**config.mk**
```make
export PLATFORM = sky130hd
export DESIGN_NAME = mmio_led_chain_flat
export DESIGN_NICKNAME = d
export VERILOG_FILES = /design/src/rtl/mmio_led_chain_pkg.sv /design/src/rtl/mmio_led_chain_if.sv /design/src/rtl/mmio_led_chain_fifo.sv /design/src/rtl/mmio_led_chain.sv /design/src/flat_wrapper.sv
export SDC_FILE = /design/constraint.sdc
export NUM_CORES = 1
export LEC_CHECK = 0
export ABC_AREA = 1
export BUFFER_PORTS_ARGS = -buffer_cell sky130_fd_sc_hd__buf_2
export CAP_MARGIN = 10
export CORE_UTILIZATION = 40
export CTS_BUF_LIST = sky130_fd_sc_hd__clkbuf_16
export DETAILED_ROUTE_END_ITERATION = 6
export PLACE_DENSITY_LB_ADDON = 0.25
export SYNTH_ARGS = -nofsm -noshare
export SYNTH_HDL_FRONTEND = slang
export SYNTH_SLANG_ARGS = --single-unit
```
**constraint.sdc**
```tcl
create_clock -name clock -period 3.95 [get_ports clock]
set_input_delay 0.395 -clock clock [delete_from_list [all_inputs] [get_ports clock]]
set_output_delay 0.395 -clock clock [all_outputs]
set_load 0.05 [all_outputs]
```
**src/rtl/mmio_led_chain_pkg.sv**
```systemverilog
// Shared definitions for the memory-mapped LED chain driver and sibling MMIO peripherals.
package mmio_pkg;

   localparam logic [31:0] DATA_ADDR_DEF   = 32'h0000_03fc;
   localparam logic [31:0] STATUS_ADDR_DEF = 32'h0000_03f8;
   localparam logic [31:0] CTRL_ADDR_DEF   = 32'h0000_03f4;

   localparam int T0H_DEF    = 10;
   localparam int T1H_DEF    = 20;
   localparam int TBIT_DEF   = 34;
   localparam int TRESET_DEF = 2000;

   localparam int PIX_BITS = 24;

   localparam int STAT_BUSY    = 0;
   localparam int STAT_EMPTY   = 1;
   localparam int STAT_FULL    = 2;
   localparam int STAT_OVF     = 3;
   localparam int STAT_CNT_LSB = 8;

   typedef enum logic [1:0] {
      IDLE  = 2'd0,
      SEND  = 2'd1,
      LATCH = 2'd2
   } led_state_t;

   function automatic int ch_width(input int channels);
      return (channels <= 1) ? 1 : $clog2(channels);
   endfunction

endpackage

```
**src/rtl/mmio_led_chain_if.sv**
```systemverilog
// CPU data bus slice seen by the LED chain driver: address, write strobe/data, status read-back.
interface mmio_led_chain_if;

   logic [31:0] addr;
   logic [31:0] w_data;
   logic        w_en;
   logic [31:0] r_data;
   logic        sel_hit;

   modport master (
      output addr,
      output w_data,
      output w_en,
      input  r_data,
      input  sel_hit
   );

   modport slave (
      input  addr,
      input  w_data,
      input  w_en,
      output r_data,
      output sel_hit
   );

endinterface

```
**src/rtl/mmio_led_chain_fifo.sv**
```systemverilog
// Generic synchronous FIFO with occupancy count; a pop and push in the same cycle are allowed when full.
module sync_fifo #(
   parameter int WIDTH = 8,
   parameter int DEPTH = 4
) (
   input  logic                    clock,
   input  logic                    reset_n,
   input  logic                    i_push,
   input  logic                    i_pop,
   input  logic [WIDTH-1:0]        i_wdata,
   output logic [WIDTH-1:0]        o_rdata,
   output logic                    o_full,
   output logic                    o_empty,
   output logic [$clog2(DEPTH):0]  o_count
);

   localparam int AW = $clog2(DEPTH);
   localparam int CW = AW + 1;
   localparam logic [AW:0] FULL_CNT = CW'(DEPTH);

   logic [WIDTH-1:0] r_mem [DEPTH];
   logic [AW-1:0]    r_wr_ptr;
   logic [AW-1:0]    r_rd_ptr;
   logic [AW:0]      r_count;
   logic             w_do_push;
   logic             w_do_pop;

   assign o_full    = (r_count == FULL_CNT);
   assign o_empty   = (r_count == '0);
   assign o_count   = r_count;
   assign o_rdata   = r_mem[r_rd_ptr];
   assign w_do_pop  = i_pop && !o_empty;
   assign w_do_push = i_push && (!o_full || w_do_pop);

   // When full, the write slot equals the read slot; the pop reads the old word before the edge.
   always_ff @(posedge clock or negedge reset_n) begin
      if (!reset_n) begin
         for (int i = 0; i < DEPTH; i++) begin
            r_mem[i] <= '0;
         end
         r_wr_ptr <= '0;
         r_rd_ptr <= '0;
         r_count  <= '0;
      end else begin
         if (w_do_push) begin
            r_mem[r_wr_ptr] <= i_wdata;
            r_wr_ptr        <= r_wr_ptr + 1'b1;
         end
         if (w_do_pop) begin
            r_rd_ptr <= r_rd_ptr + 1'b1;
         end
         case ({w_do_push, w_do_pop})
            2'b10:   r_count <= r_count + 1'b1;
            2'b01:   r_count <= r_count - 1'b1;
            default: r_count <= r_count;
         endcase
      end
   end

endmodule

```
**src/rtl/mmio_led_chain.sv**
```systemverilog
// WS2812-style multi-channel LED chain driver on the cpu data bus.
// Pixels are queued in a FIFO, streamed back-to-back MSB-first, then closed with a latch gap.
//
//   state | meaning
//   IDLE  | all lines low, waiting for enable and a queued pixel
//   SEND  | shifting the current pixel out on its channel, one TBIT period per bit
//   LATCH | all lines low for TRESET cycles so the chain latches
module mmio_led_chain
   import mmio_pkg::*;
#(
   parameter int          CHANNELS    = 8,
   parameter int          DEPTH       = 4,
   parameter logic [31:0] DATA_ADDR   = DATA_ADDR_DEF,
   parameter logic [31:0] STATUS_ADDR = STATUS_ADDR_DEF,
   parameter logic [31:0] CTRL_ADDR   = CTRL_ADDR_DEF,
   parameter int          T0H         = T0H_DEF,
   parameter int          T1H         = T1H_DEF,
   parameter int          TBIT        = TBIT_DEF,
   parameter int          TRESET      = TRESET_DEF
) (
   input  logic                clock,
   input  logic                reset_n,
   mmio_led_chain_if.slave     bus,
   output logic [CHANNELS-1:0] led_out
);

   localparam int CH_W    = ch_width(CHANNELS);
   localparam int FIFO_W  = CH_W + PIX_BITS;
   localparam int CNT_W   = $clog2(DEPTH) + 1;
   localparam int CYC_MAX = (TBIT > TRESET) ? TBIT : TRESET;
   localparam int CYC_W   = $clog2(CYC_MAX);

   localparam logic [CYC_W-1:0] C_TBIT_END   = CYC_W'(TBIT - 1);
   localparam logic [CYC_W-1:0] C_TRESET_END = CYC_W'(TRESET - 1);
   localparam logic [CYC_W-1:0] C_T0H        = CYC_W'(T0H);
   localparam logic [CYC_W-1:0] C_T1H        = CYC_W'(T1H);

   logic                w_sel_hit;
   logic                w_push_req;
   logic                w_ctrl_wr;
   logic                w_drop;
   logic                w_push_ok;
   logic                w_pop;
   logic                w_full;
   logic                w_empty;
   logic [CNT_W-1:0]    w_count;
   logic [7:0]          w_cnt8;
   logic [FIFO_W-1:0]   w_fifo_wdata;
   logic [FIFO_W-1:0]   w_fifo_rdata;
   logic [31:0]         w_status;

   led_state_t          r_state;
   led_state_t          w_state_nxt;
   logic [CYC_W-1:0]    r_cyc;
   logic [CYC_W-1:0]    w_cyc_nxt;
   logic [4:0]          r_bit_idx;
   logic [4:0]          w_bit_idx_nxt;
   logic [23:0]         r_shift;
   logic [23:0]         w_shift_nxt;
   logic [CH_W-1:0]     r_ch;
   logic [CH_W-1:0]     w_ch_nxt;
   logic [CYC_W-1:0]    w_thr;
   logic [CHANNELS-1:0] r_led;
   logic [CHANNELS-1:0] w_led_nxt;
   logic                r_enable;
   logic                r_overflow;

   assign w_sel_hit    = (bus.addr == STATUS_ADDR);
   assign w_push_req   = bus.w_en && (bus.addr == DATA_ADDR);
   assign w_ctrl_wr    = bus.w_en && (bus.addr == CTRL_ADDR);
   assign w_drop       = w_push_req && w_full && !w_pop;
   assign w_push_ok    = w_push_req && !w_drop;
   assign w_fifo_wdata = {bus.w_data[24 +: CH_W], bus.w_data[23:0]};

   sync_fifo #(
      .WIDTH (FIFO_W),
      .DEPTH (DEPTH)
   ) u_fifo (
      .clock   (clock),
      .reset_n (reset_n),
      .i_push  (w_push_ok),
      .i_pop   (w_pop),
      .i_wdata (w_fifo_wdata),
      .o_rdata (w_fifo_rdata),
      .o_full  (w_full),
      .o_empty (w_empty),
      .o_count (w_count)
   );

   always_comb begin
      w_state_nxt   = r_state;
      w_cyc_nxt     = r_cyc;
      w_bit_idx_nxt = r_bit_idx;
      w_shift_nxt   = r_shift;
      w_ch_nxt      = r_ch;
      w_pop         = 1'b0;
      case (r_state)
         IDLE: begin
            if (r_enable && !w_empty) begin
               w_pop         = 1'b1;
               w_shift_nxt   = w_fifo_rdata[23:0];
               w_ch_nxt      = w_fifo_rdata[FIFO_W-1:24];
               w_bit_idx_nxt = 5'd23;
               w_cyc_nxt     = '0;
               w_state_nxt   = SEND;
            end
         end
         SEND: begin
            if (r_cyc == C_TBIT_END) begin
               w_cyc_nxt = '0;
               if (r_bit_idx != 5'd0) begin
                  w_shift_nxt   = {r_shift[22:0], 1'b0};
                  w_bit_idx_nxt = r_bit_idx - 5'd1;
               end else if (r_enable && !w_empty) begin
                  // next pixel starts on the very next cycle, no inter-pixel gap
                  w_pop         = 1'b1;
                  w_shift_nxt   = w_fifo_rdata[23:0];
                  w_ch_nxt      = w_fifo_rdata[FIFO_W-1:24];
                  w_bit_idx_nxt = 5'd23;
               end else begin
                  w_state_nxt = LATCH;
               end
            end else begin
               w_cyc_nxt = r_cyc + 1'b1;
            end
         end
         LATCH: begin
            if (r_cyc == C_TRESET_END) begin
               w_cyc_nxt   = '0;
               w_state_nxt = IDLE;
            end else begin
               w_cyc_nxt = r_cyc + 1'b1;
            end
         end
         default: begin
            w_cyc_nxt   = '0;
            w_state_nxt = IDLE;
         end
      endcase
   end

   // Channel indices beyond CHANNELS match no line, so timing runs with all lines low.
   always_comb begin
      w_led_nxt = '0;
      w_thr     = r_shift[23] ? C_T1H : C_T0H;
      if ((r_state == SEND) && (r_cyc < w_thr)) begin
         for (int i = 0; i < CHANNELS; i++) begin
            if (r_ch == CH_W'(i)) begin
               w_led_nxt[i] = 1'b1;
            end
         end
      end
   end

   always_ff @(posedge clock or negedge reset_n) begin
      if (!reset_n) begin
         r_state    <= IDLE;
         r_cyc      <= '0;
         r_bit_idx  <= '0;
         r_shift    <= '0;
         r_ch       <= '0;
         r_led      <= '0;
         r_enable   <= 1'b1;
         r_overflow <= 1'b0;
      end else begin
         r_state   <= w_state_nxt;
         r_cyc     <= w_cyc_nxt;
         r_bit_idx <= w_bit_idx_nxt;
         r_shift   <= w_shift_nxt;
         r_ch      <= w_ch_nxt;
         r_led     <= w_led_nxt;
         if (w_ctrl_wr) begin
            r_enable <= bus.w_data[0];
         end
         if (w_drop) begin
            r_overflow <= 1'b1;
         end else if (w_ctrl_wr && bus.w_data[1]) begin
            r_overflow <= 1'b0;
         end
      end
   end

   generate
      if (CNT_W > 8) begin : g_cnt_sat
         assign w_cnt8 = (w_count > CNT_W'(255)) ? 8'hFF : w_count[7:0];
      end else begin : g_cnt_ext
         assign w_cnt8 = 8'(w_count);
      end
   endgenerate

   always_comb begin
      w_status                         = '0;
      w_status[STAT_BUSY]              = (r_state != IDLE);
      w_status[STAT_EMPTY]             = w_empty;
      w_status[STAT_FULL]              = w_full;
      w_status[STAT_OVF]               = r_overflow;
      w_status[STAT_CNT_LSB +: 8]      = w_cnt8;
   end

   assign bus.sel_hit = w_sel_hit;
   assign bus.r_data  = w_sel_hit ? w_status : 32'h0;
   assign led_out     = r_led;

endmodule

```
**src/flat_wrapper.sv**
```systemverilog
// flat-port wrapper written by rule: the top's interface ports become plain ports
module mmio_led_chain_flat import mmio_pkg::*;
#(
   parameter int          CHANNELS    = 8,
   parameter int          DEPTH       = 4,
   parameter logic [31:0] DATA_ADDR   = DATA_ADDR_DEF,
   parameter logic [31:0] STATUS_ADDR = STATUS_ADDR_DEF,
   parameter logic [31:0] CTRL_ADDR   = CTRL_ADDR_DEF,
   parameter int          T0H         = T0H_DEF,
   parameter int          T1H         = T1H_DEF,
   parameter int          TBIT        = TBIT_DEF,
   parameter int          TRESET      = TRESET_DEF
)
  (clock, reset_n, led_out, bus_addr, bus_w_data, bus_w_en, bus_r_data, bus_sel_hit);
  mmio_led_chain_if bus_i ();
  input  logic clock;
  input  logic reset_n;
  output logic [CHANNELS-1:0] led_out;
  input wire logic [$bits(bus_i.addr)-1:0] bus_addr;
  input wire logic [$bits(bus_i.w_data)-1:0] bus_w_data;
  input wire logic [$bits(bus_i.w_en)-1:0] bus_w_en;
  output wire logic [$bits(bus_i.r_data)-1:0] bus_r_data;
  output wire logic [$bits(bus_i.sel_hit)-1:0] bus_sel_hit;
  assign bus_i.addr = bus_addr;
  assign bus_i.w_data = bus_w_data;
  assign bus_i.w_en = bus_w_en;
  assign bus_r_data = bus_i.r_data;
  assign bus_sel_hit = bus_i.sel_hit;
  mmio_led_chain #(.CHANNELS(CHANNELS), .DEPTH(DEPTH), .DATA_ADDR(DATA_ADDR), .STATUS_ADDR(STATUS_ADDR), .CTRL_ADDR(CTRL_ADDR), .T0H(T0H), .T1H(T1H), .TBIT(TBIT), .TRESET(TRESET)) u_core (.clock(clock), .reset_n(reset_n), .bus(bus_i), .led_out(led_out));
endmodule
```
== After elaboration in Yosys (flattened, before gate mapping) ==
Cells that the tools add are included.

* Magnitude comparators: 4
* Bitwise logic cells: 2
* Reduce and logical (&&, ||, !) cells: 27
* Equality and inequality tests: 22
* Mux-type cells: 46
* Add/subtract/negate cells: 6

{| class="wikitable"
|+ Operators by type and width
! kind !! count
|-
| $bwmux 108 || 1
|-
| $eq 32x10->1 const B || 3
|-
| $mux 27 || 3
|-
| $mux 24 || 3
|-
| $bmux 27 s2 || 1
|-
| $demux 27 s2 || 1
|-
| $pmux 24 s2 || 1
|-
| $mux 11 || 4
|-
| $pmux 11 s3 || 1
|-
| $mux 5 || 4
|-
| $eq 3x3->1 const B || 5
|-
| $mux 1 || 13
|-
| $pmux 3 s2 || 2
|-
| $add 11x1->11 const B || 1
|-
| $eq 11x11->1 const B || 1
|-
| $eq 11x6->1 const B || 1
|-
| $logic_and 1x1->1 || 11
|-
| $lt 11x11->1 || 1
|-
| $mux 2 || 5
|-
| $pmux 5 s2 || 1
|-
| $mux 3 || 3
|-
| $mux 8 || 1
|-
| $reduce_bool 2->1 || 4
|-
| $eq 3x2->1 const B || 2
|-
| other kinds (22) || 34
|}

* Logic and storage cells: 122
* Output and inout port bits: 41
* Register bits: 170
* Input port bits: 67

== Longest topological paths before layout ==
Gate-level depths: netlist of the first run.

* Depth in word-level cells: 14
* Mapped depth: 14
* Mapped depth without buffers: 13

== By module ==
Synthesis of the first run repeated with hierarchy kept, for this count alone.

* Cell total of the unflattened synthesis: 1257
* Area total of the unflattened synthesis: 9529.1 µm²

{| class="wikitable"
|+ By module, submodules not included
! module !! instances !! sequential area each (µm²) !! cells each !! area each (µm²)
|-
| sync_fifo || 1 || 2877.8 || 680 || 5689.2
|-
| mmio_led_chain || 1 || 1377.6 || 577 || 3839.9
|}

== Least setup slack after synthesis of the first run ==
No wires, ideal clock.

* Kind: input to output
* From: input port bus_addr[1]
* To: output port bus_r_data[2]
* Path slack: 1.391 ns
* Stages on the path: 6
* Arrival: 2.164 ns
* Path buffers: 0
* Data required time: 3.555 ns
* Path through: or2_1 nor2_1 nand2_1 nor2_1 nand2_1 nor3_1

* Cells in the longest elaborated chain, start to end: 2

{| class="wikitable"
|+ RTL lines
! what !! line !! RTL
|-
| from (decl) || flat_wrapper.sv:19 || <nowiki>input wire logic [$bits(bus_i.addr)-1:0] bus_addr;</nowiki>
|-
| $eq 32x10->1 || mmio_led_chain.sv:68 || <nowiki>assign w_sel_hit = (bus.addr == STATUS_ADDR);</nowiki>
|-
| $mux 11 || mmio_led_chain.sv:201 || <nowiki>assign bus.r_data = w_sel_hit ? w_status : 32'h0;</nowiki>
|-
| to (decl) || flat_wrapper.sv:22 || <nowiki>output wire logic [$bits(bus_i.r_data)-1:0] bus_r_data;</nowiki>
|}

Every way passes these cells.

== Worst setup path after layout of the first run ==
* From: register u_core.u_fifo.r_count[0], in the netlist u_core.u_fifo.o_count[0]
* To: register u_core.u_fifo.r_count[2], in the netlist u_core.u_fifo.o_count[2]

* Cells in the longest elaborated chain, start to end: 14
* Elaborated cells on any way between the ends: 23
* Those cells by class: add/sub (2); eq/ne (3); mux (5); reduce/logical (13)

{| class="wikitable"
|+ RTL lines
! what !! line !! RTL
|-
| from (decl) || mmio_led_chain_fifo.sv:24 || <nowiki>logic [AW:0] r_count;</nowiki>
|-
| from (signal assigned) || mmio_led_chain_fifo.sv:53 || <nowiki>2'b10: r_count <= r_count + 1'b1;</nowiki>
|-
| from (signal assigned) || mmio_led_chain_fifo.sv:54 || <nowiki>2'b01: r_count <= r_count - 1'b1;</nowiki>
|-
| from (signal assigned) || mmio_led_chain_fifo.sv:55 || <nowiki>default: r_count <= r_count;</nowiki>
|-
| $logic_not 3->1 || mmio_led_chain_fifo.sv:29 || <nowiki>assign o_empty = (r_count == '0);</nowiki>
|-
| $logic_not 1->1 || mmio_led_chain_fifo.sv:32, mmio_led_chain.sv:99, mmio_led_chain.sv:114 ||
|-
| $logic_and 1x1->1 || mmio_led_chain.sv:99, mmio_led_chain.sv:114 ||
|-
| $mux 1 || mmio_led_chain.sv:99, mmio_led_chain.sv:114 ||
|-
| $mux 1 || mmio_led_chain.sv:111 || <nowiki>if (r_bit_idx != 5'd0) begin</nowiki>
|-
| $mux 1 || mmio_led_chain.sv:109 || <nowiki>if (r_cyc == C_TBIT_END) begin</nowiki>
|-
| $pmux 1 s2 || mmio_led_chain.sv:97 || <nowiki>case (r_state)</nowiki>
|-
| $logic_not 1->1 || mmio_led_chain.sv:71 || <nowiki>assign w_drop = w_push_req && w_full && !w_pop;</nowiki>
|-
| $logic_and 1x1->1 || mmio_led_chain.sv:71 ||
|-
| $logic_not 1->1 || mmio_led_chain.sv:72 || <nowiki>assign w_push_ok = w_push_req && !w_drop;</nowiki>
|-
| $logic_and 1x1->1 || mmio_led_chain.sv:72 ||
|-
| $logic_and 1x1->1 || mmio_led_chain_fifo.sv:33 || <nowiki>assign w_do_push = i_push && (!o_full || w_do_pop);</nowiki>
|-
| $eq 2x1->1 or $eq 2x2->1 (tied branches) || mmio_led_chain_fifo.sv:52 || <nowiki>case ({w_do_push, w_do_pop})</nowiki>
|-
| $pmux 3 s2 or $reduce_bool 2->1 (tied branches) || -- ||
|}

Several ways; a longest one is shown, not always the timed one.
A chain may end at the register's enable or synchronous reset.

==> qor.csv, run 1 <==
metric,value,unit
met3 wire length,1140,µm
Tcrit/Tclk final,73.4,%
"Avg Cell Area, Syn",8.06,µm²
Post-Layout Cell Count,1413,
via density per instance,5.34,
CTS tree,built,
Die Wd,150,µm
Routed Antenna Nets,0,
initial DRC count,580,
clock sinks,170,
logic gate share of total power,4.0,%
largest net degree at the start of global routing,92,
PortBufs,77,
Slew Limit Fails,0,
Worst-Margin Slew,874,ps
clock buffer depth,2,
Most used DFF post-synth,dfrtp_1,
number of instances in the placed design,1381,
setup ws final,1050,ps
P_int,2.62,mW
# Post-CTS Setup Buffers,0,
H-tree depth,4,
grt ovf,0,
CTS resizes,0,
"Hold Vio Cnt, Final",0,
# diodes,0,
R2R Path Start,u_core.u_fifo.o_count[0],
FF-to-FF path depth,13,
Max-slew headroom,41.8,%
io pins,108,
DPL Wire Length,13100,µm
max cap viols,0,
Worst R2R Setup Slack,1050,ps
post-layout net count,1209,
Reg2Reg Capture Point,u_core.u_fifo.o_count[2],
vias in the first global route,7250,
metal1 wirelength,10100,µm
first-pass GRT wire length,38300,µm
Setup CP Type,register to register,
post-synthesis sequential area ratio,48.9,%
Initial Util,41.2,%
Worst Path Max Fanout,32,
Async SR Flop Fraction,100,%
switching share of power,26.5,%
CP required,4260,ps
CTS buffer count,17,
Final setup viols,0,
Seq cells post-synth,170,
clock power share,47.2,%
"Distinct cells, synth",32,
post-route minimum period,2900,ps
met2 WL,11500,µm
clock transition at the registers of the reported paths,80,ps
P&R area growth vs syn,11.9,%
routed vias,7539,
"Data arrival, critical path",3210,ps
Highest Signal Layer,met4,
Peak VDD IR,0.000254,V
Synth area leader,dfrtp_1,
leakage power,5.03,nW
DRT Wirelength,23000,µm
full die area,22400,µm²
pre-CTS setup slack,1060,ps
row count,53,
DR DRC count,0,
clk_skew,12.4,ps
wire per inst,16.3,µm
CP Launch Type,register,
Synth area leaders,"dfrtp_1 (49%), nand2_1 (14%), nand4_1 (8.0%)",
Die Y,150,µm
Net Sw Power,0.943,mW
"Hold-fix buffers, CTS",0,
Hold/Removal Path Class,input port to asynchronous set/reset pin,
outcome,"complete, no violations",
core area,21200,µm²
gpl congestion,0.761,
clk_lat worst skew,440,ps
area share of the largest cell type after synthesis,48.6,%
final setup TNS,0,ps
initial antenna violation count,0,
Root Driver,clkbuf_16,
unrepaired setup endpoints after global routing,no,
Post-synth EDFFs,0,
Syn Inst Count,1081,
GRT Util Overall,21.9,%
Pwr Density,366,nW/µm²
Peak Freq,345,MHz
drt pass-1 iters,5,
commonest cells in the synthesized netlist,"nand2_1 (320), dfrtp_1 (169), nor2_1 (129)",
crit path capture type,register,
Mapped Area,8710,µm²
layout cells sized above 1,12.4,%
Fillers,2115,
Synth Warn #,0,
Reg power frac,48.8,%
"count leader, synth",nand2_1,
==> sequential cells by signal (all words and copies together) (netlist names) <==
name,flops
u_core.r_shift,24
u_core.r_enable,1
u_core.r_ch,3
u_core.r_state,2
u_core.r_cyc,11
u_core.r_bit_idx,5
u_core.r_overflow,1
u_core.u_fifo.r_wr_ptr,2
u_core.u_fifo.r_rd_ptr,2
u_core.u_fifo.o_count,3
u_core.led_out,8
u_core.u_fifo.r_mem,108
==> through the flow <==
step / util (%) / hold WS (ps) / total power [mW] / cell area (µm²)
2_1_floorplan: - / 99.4 / 1.85 / 8800
3_3_place_gp: 43.3 / 448 / 1.92 / 9150
3_5_place_dp: 43.3 / 453 / 1.92 / 9150
4_1_cts: 46.1 / 72.9 / 3.60 / 9750
5_1_grt: 46.1 / 112 / 3.68 / 9750
6_report: 46.1 / 30.5 / 3.56 / 9750
==> critical path: stages (launching register included) <==
cell and delay [ps]:
dfrtp_1 410, nor2_1 130, nand2_1 90, nand2_1 190, inv_1 120, nand2_1 160
nand3_4 350, nand2_1 270, ha_1 170, inv_1 60, fa_1 380, a21oi_1 150
o21ai_0 120, xor2_1 150
==> worst max path at each step <==
stage | start | end | slack, ps
3_3_place_gp | u_core.u_fifo.o_count[0] | u_core.u_fifo.o_count[2] | 1130
4_1_cts | u_core.u_fifo.o_count[0] | u_core.u_fifo.o_count[2] | 1030
6_report | u_core.u_fifo.o_count[0] | u_core.u_fifo.o_count[2] | 1050
3_5_place_dp | u_core.u_fifo.o_count[1] | u_core.u_fifo.o_count[2] | 1060
2_1_floorplan | bus_addr[1] | bus_r_data[2] | 1390
5_1_grt | u_core.u_fifo.o_count[0] | u_core.u_fifo.o_count[2] | 740
==> metal layers <==
metal | up-vias | GRT usage, %
met2 | 202 | 37.3
met5 | - | 0
met1 | 3677 | 28.9
met3 | 18 | 3.75
met4 | 0 | 5.20
li1 | 3642 | -
==> cells in the final DEF, fill, tap and decap left out, drive strengths merged <==
cell	Yosys	layout
buf	66	93
conb	1	25
nor2	129	129
xnor2	1	1
nand4	111	111
nor3	16	16
dfrtp	169	169
o21ai	57	57
clkinv	1	7
or2	9	9
clkbuf	26	17
ha	16	16
inv	47	54
dfstp	1	1
a21boi	1	1
a32o	1	1
nand3	25	25
a21oi	30	30
o211ai	1	1
fa	1	1
clkinvlp	0	2
nand2	320	320
xor2	11	11
o22ai	28	28
nand3b	5	5
a22oi	8	8
==> power by group through the flow <==
| stage | logic [mW] | clock network (mW) | registers (mW) |
|---|---|---|---|
| after detailed placement | 0.144 | 0 | 1.77 |
| after global placement | 0.143 | 0 | 1.77 |
| after CTS | 0.144 | 1.72 | 1.74 |
| final | 0.142 | 1.68 | 1.74 |
| after global routing | 0.156 | 1.79 | 1.74 |
| after floorplan | 0.0773 | 0 | 1.77 |
==> final cells by class <==
cell class	instances	area (µm²)	area share (%)
flip-flops and latches	170	4260	43.7
clock buffers	17	425	4.36
clock inverters	15	174	1.78
repair buffers	93	524	5.38
inverters	48	180	1.85
multi-input cells	795	3840	39.4
well taps	275	344	3.53
==> cells by family (layout without fill, tap and decap cells) <==
kind of cell,Yosys count,count (layout),share of synthesized area [%]
xor gates and xnor gates,12,12,1.21
buffers and inverters,140,173,8.03
AOI/OAI and AO/OA,126,126,7.99
other,1,25,0.0431
DFF,170,170,48.9
adders and majority gates,17,17,2.53
and+or+nand+nor,615,615,31.3
(Power assumes the default switching activity.)
==> run 2: changes to the inputs <==
==> constraint.sdc (replaced) <==
create_clock -name clock -period 2.66 [get_ports clock]
set_input_delay 0.266 -clock clock [delete_from_list [all_inputs] [get_ports clock]]
set_output_delay 0.266 -clock clock [all_outputs]
set_load 0.05 [all_outputs]
==> qor.csv, run 2 (synthesized netlist as in run 1, its figures left out) <==
metric,value,unit,change
"commonest non-fill, non-tap cell in the layout",nand2_1,,unchanged
vias in the first global route,7220,,"was 7,250"
clock buffer depth,2,,unchanged
Pwr Density,514,nW/µm²,was 366 nW/µm²
Routed Antenna Nets,0,,unchanged
Initial Util,41.2,%,unchanged
wire per inst,15.9,µm,was 16.3 µm
max cap viols,0,,unchanged
CTS tree,built,,unchanged
first-pass GRT wire length,37600,µm,"was 38,300 µm"
gpl congestion,0.750,,was 0.761
Hold/Removal Path Class,input port to register,,was input port to asynchronous set/reset pin
Tcrit/Tclk final,90.9,%,was 73.4%
Worst Path Max Fanout,5,,was 32
Biggest register,u_core.u_fifo.r_mem,,unchanged
Slew Limit Fails,0,,unchanged
row count,53,,unchanged
Final setup viols,0,,unchanged
outcome,"complete, no violations",,unchanged
full die area,22400,µm²,unchanged
unrepaired setup endpoints after global routing,no,,unchanged
CP required,3010,ps,was 4260 ps
Peak Freq,414,MHz,was 345 MHz
setup ws final,243,ps,was 1050 ps
most frequent cells in the layout,"nand2_1 (320), dfrtp_1 (168), nor2_1 (129)",,unchanged
Max-slew headroom,54.8,%,was 41.8%
DRT Wirelength,22800,µm,"was 23,000 µm"
DR DRC count,0,,unchanged
grt met3 use,3.81,%,was 3.75%
Post-Layout Cell Count,1432,,"was 1,413"
GRT busiest layer,met2,,unchanged
PortBufs,77,,unchanged
Setup CP Type,register to register,,unchanged
clk_lat worst skew,430,ps,was 440 ps
Root Driver,clkbuf_16,,unchanged
met1 usage,28.9,%,about the same
Regs by FF count,"u_core.u_fifo.r_mem (108), u_core.r_shift (24), u_core.r_cyc (11)",,unchanged
max reg flops,108,,unchanged
initial antenna violation count,0,,unchanged
CTS buffer count,17,,unchanged
Die Y,150,µm,unchanged
Fillers,2088,,"was 2,115"
global-route track usage on met2,35.7,%,was 37.3%
initial DRC count,464,,was 580
core area,21200,µm²,unchanged
clock transition at the registers of the reported paths,70,ps,was 80 ps
post-layout net count,1228,,"was 1,209"
Worst-Margin Slew,677,ps,was 874 ps
post-route minimum period,2420,ps,was 2900 ps
Power Total,5.06,mW,was 3.56 mW
FF/Latch Area,4260,µm²,unchanged
routed vias,7486,,"was 7,539"
hold slack,107,ps,was 30.5 ps
largest net degree at the start of global routing,83,,was 92
DPL Wire Length,14200,µm,"was 13,100 µm"
Die Wd,150,µm,unchanged
"Hold Vio Cnt, Final",0,,unchanged
P&R area growth vs syn,13.0,%,was 11.9%
# diodes,0,,unchanged
final setup TNS,0,ps,unchanged
"Data arrival, critical path",2770,ps,was 3210 ps
drt pass-1 iters,5,,unchanged
area of the multi-input gates,3850,µm²,was 3840 µm²
clk_skew,11.4,ps,was 12.4 ps
io pins,108,,unchanged
CP Launch Type,register,,unchanged
number of instances in the placed design,1399,,"was 1,381"
via density per instance,5.23,,was 5.34
GRT Util Overall,21.5,%,was 21.9%
clock sinks,170,,unchanged
Peak VDD IR,0.000312,V,was 0.000254 V
leakage power,5.11,nW,was 5.03 nW
pre-CTS setup slack,243,ps,was 1060 ps
layout cells sized above 1,13.4,%,was 12.4%
grt ovf,0,,unchanged
H-tree depth,4,,unchanged
crit path capture type,register,,unchanged
## run 2: worst paths after layout
kind / slack (ps) / depth (start not counted) / start / to
worst max-delay path: 240 / 10 / u_core.r_cyc[0] / u_core.u_fifo.o_count[1]
worst min-delay path: 110 / 3 / bus_w_data[0] / u_core.r_enable
worst max register to register: 240 / 10 / u_core.r_cyc[0] / u_core.u_fifo.o_count[1]
worst min register to register: 460 / 2 / u_core.u_fifo.r_mem[65] / u_core.u_fifo.r_mem[65]
max in group asynchronous: 1430 / 3 / reset_n / u_core.r_enable
min in group asynchronous: 430 / 2 / reset_n / u_core.r_cyc[8]
## run 2: final cells by class
| type | instances | share of cell area, % |
|---|---|---|
| sequential | 170 | 43.2 |
| multi-input combinational | 795 | 39.1 |
| timing repair buffer | 112 | 7.05 |
| clock buffer | 17 | 4.32 |
| tap | 275 | 3.49 |
| inverter | 48 | 1.83 |
| clock inverter | 15 | 0.991 |
## run 2: worst max-delay path, cell delays in order (launching register included)
cell and delay (ps):
dfrtp_1 410, ha_1 170, nand3b_1 110, nor3_1 330, nand2_1 170, nand3_4 110, nand2_1 130, ha_1 230
inv_1 90, fa_1 420, o21ai_0 170
## run 2: where the power goes
part	switching (mW)	internal, mW
Sequential	0.0000610	2.58
Clock	1.07	1.19
Combinational	0.171	0.0440
## run 2: metrics by stage
step | util, % | instance area (µm²)
final | 46.5 | 9850
after global routing | 46.5 | 9850
after CTS | 46.5 | 9840
after detailed placement | 44.0 | 9310
after global placement | 44.0 | 9310
after floorplan | - | 8800
## run 2: routing by layer
metal / up-vias / routed length, µm
li1: 3690 / -
met1: 3614 / 10400
met2: 163 / 11100
met3: 19 / 963
met4: 0 / 275
met5: - / 0
## run 2: what timing repair did
| action | 4_1_cts | 5_1_grt |
|---|---|---|
| resized for setup | 0 | 1 |
| buffers inserted | 0 | 0 |
| endpoints found under the hold margin | 68 | 0 |
| hold buffers | 1 | 0 |
| endpoints found under the setup margin | 0 | 2 |
==> run 3: changes to the inputs <==
--- a/config.mk
+++ b/config.mk
@@ -11,6 +11,7 @@
 export CORE_UTILIZATION = 40
 export CTS_BUF_LIST = sky130_fd_sc_hd__clkbuf_16
 export DETAILED_ROUTE_END_ITERATION = 6
+export GPL_TIMING_DRIVEN = 0
 export PLACE_DENSITY_LB_ADDON = 0.25
 export SYNTH_ARGS = -nofsm -noshare
 export SYNTH_HDL_FRONTEND = slang
==> qor.csv, run 3 (synthesized netlist as in run 1, its figures left out) <==
metric,value,unit,change
metal1 wirelength,11300,µm,"was 10,400 µm"
met2 WL,11800,µm,"was 11,100 µm"
largest net degree at the start of global routing,121,,was 83
io pins,108,,unchanged
post-route cell area,10200,µm²,was 9850 µm²
# diodes,0,,unchanged
DRT Wirelength,25300,µm,"was 22,800 µm"
max cap viols,0,,unchanged
switching share of power,23.8,%,was 24.6%
clock sinks,170,,unchanged
Die Y,150,µm,unchanged
GRT Util Overall,24.1,%,was 21.5%
clock transition at the registers of the reported paths,70,ps,about the same
Fillers,2107,,"was 2,088"
layout cells sized above 1,15.8,%,was 13.4%
Initial Util,41.2,%,unchanged
"Data arrival, critical path",2830,ps,was 2770 ps
via density per instance,5.26,,was 5.23
DPL Wire Length,17200,µm,"was 14,200 µm"
Hold/Removal Path Class,input port to register,,unchanged
clk_skew,8.71,ps,was 11.4 ps
Max-slew headroom,53.0,%,was 54.8%
post-layout net count,1291,,"was 1,228"
Die Wd,150,µm,unchanged
Net Sw Power,1.22,mW,was 1.25 mW
max reg flops,108,,unchanged
gpl congestion,0.857,,was 0.750
P_int,3.90,mW,was 3.82 mW
Worst R2R Setup Slack,190,ps,was 240 ps
met3 wire length,1640,µm,was 963 µm
grt ovf,0,,unchanged
final setup TNS,0,ps,unchanged
row count,53,,unchanged
Slew Limit Fails,0,,unchanged
Post-Layout Cell Count,1493,,"was 1,432"
vias in the first global route,7488,,"was 7,220"
Highest Signal Layer,met4,,unchanged
CP Launch Type,register,,unchanged
Regs by FF count,"u_core.u_fifo.r_mem (108), u_core.r_shift (24), u_core.r_cyc (11)",,unchanged
Biggest register,u_core.u_fifo.r_mem,,unchanged
Final setup viols,0,,unchanged
Root Driver,clkbuf_16,,unchanged
Worst Path Max Fanout,10,,was 5
Routed Antenna Nets,0,,unchanged
"commonest non-fill, non-tap cell in the layout",nand2_1,,unchanged
"Hold Vio Cnt, Final",0,,unchanged
drt pass-1 iters,5,,unchanged
outcome,"complete, no violations",,unchanged
Worst-Margin Slew,704,ps,was 677 ps
crit path capture type,register,,unchanged
pre-CTS setup slack,-182,ps,was 243 ps
initial DRC count,587,,was 464
PortBufs,77,,unchanged
CP required,3020,ps,was 3010 ps
Power Total,5.12,mW,was 5.06 mW
core area,21200,µm²,unchanged
P&R area growth vs syn,16.6,%,was 13.0%
Finished Core Util,48.0,%,was 46.5%
leakage power,5.34,nW,was 5.11 nW
Tcrit/Tclk final,92.9,%,was 90.9%
Pwr Density,504,nW/µm²,was 514 nW/µm²
logic gate share of total power,4.8,%,was 4.2%
first-pass GRT wire length,40600,µm,"was 37,600 µm"
hold slack,100,ps,was 107 ps
full die area,22400,µm²,unchanged
most frequent cells in the layout,"nand2_1 (316), dfrtp_1 (169), nor2_1 (128)",,"was nand2_1 (320), dfrtp_1 (168), nor2_1 (129)"
initial antenna violation count,0,,unchanged
CTS tree,built,,unchanged
clock power share,44.8,%,was 44.7%
unrepaired setup endpoints after global routing,no,,unchanged
clk_lat worst skew,440,ps,was 430 ps
wire per inst,16.9,µm,was 15.9 µm
post-route minimum period,2470,ps,was 2420 ps
Peak Freq,405,MHz,was 414 MHz
CTS buffer count,17,,unchanged
routed vias,7859,,"was 7,486"
number of instances in the placed design,1458,,"was 1,399"
setup ws final,190,ps,was 243 ps
DR DRC count,0,,unchanged
Reg power frac,50.5,%,was 51.0%
H-tree depth,4,,unchanged
clock buffer depth,2,,unchanged
Setup CP Type,register to register,,unchanged
Peak VDD IR,0.000357,V,was 0.000312 V
Placement Cell Area,9570,µm²,was 9310 µm²
## run 3: cell types whose count changed in the layout (fill, tap and decap cells not counted), sizes merged
cell / delta
buf: +37
clkbuf: +26
clkinv: -3
clkinvlp: +2
inv: -2
bufinv: +1
## run 3: metal layers
metal	up-vias	global-route usage [%]
met3	36	4.63
li1	3821	-
met1	3740	33.3
met5	-	0
met2	262	37.5
met4	0	8.37
## run 3: timing repair
action / in CTS / in global routing
buffers inserted: 1 / 3
pin swaps: 1 / 1
hold buffers: 1 / 0
endpoints found under the setup margin: 2 / 2
endpoints found under the hold margin: 49 / 0
gates resized for setup: 5 / 7
## run 3: path summary, 6_finish.rpt
kind / startpoint / to / cells past startpoint
setup / recovery: u_core.r_bit_idx[0] / u_core.u_fifo.o_count[1] / 12
hold / removal: bus_addr[3] / u_core.r_enable / 4
setup reg to reg: u_core.r_bit_idx[0] / u_core.u_fifo.o_count[1] / 12
hold reg to reg: u_core.u_fifo.r_mem[51] / u_core.u_fifo.r_mem[51] / 2
max in group asynchronous: reset_n / u_core.u_fifo.r_mem[12] / 3
min in group asynchronous: reset_n / u_core.r_cyc[8] / 2
## run 3: final cells by class
cell class | instances | area, µm² | share of cell area (%)
sequential | 170 | 4260 | 41.9
multi-input combinational | 795 | 3880 | 38.2
buffer | 92 | 519 | 5.11
timing repair buffer | 83 | 463 | 4.56
clock buffer | 17 | 425 | 4.19
tap | 275 | 344 | 3.39
inverter | 48 | 180 | 1.77
clock inverter | 13 | 91.3 | 0.899
## run 3: power groups by stage
stage | Combinational (mW) | Clock (mW) | Sequential (mW)
after floorplan | 0.115 | 0 | 2.63
after global placement | 0.238 | 0 | 2.63
after detailed placement | 0.245 | 0 | 2.63
after CTS | 0.247 | 2.31 | 2.59
after global routing | 0.268 | 2.44 | 2.58
final | 0.244 | 2.30 | 2.59
## run 3: critical path, cell delays in order (launching register included)
cell     delay (ps)
dfrtp_1         380
inv_1           110
ha_1            180
nand3_2         150
nor3_2          210
nand2_2          90
nand3_4         110
buf_4           200
nand2_4          90
ha_1            200
inv_1           100
fa_1            420
o21ai_0         160
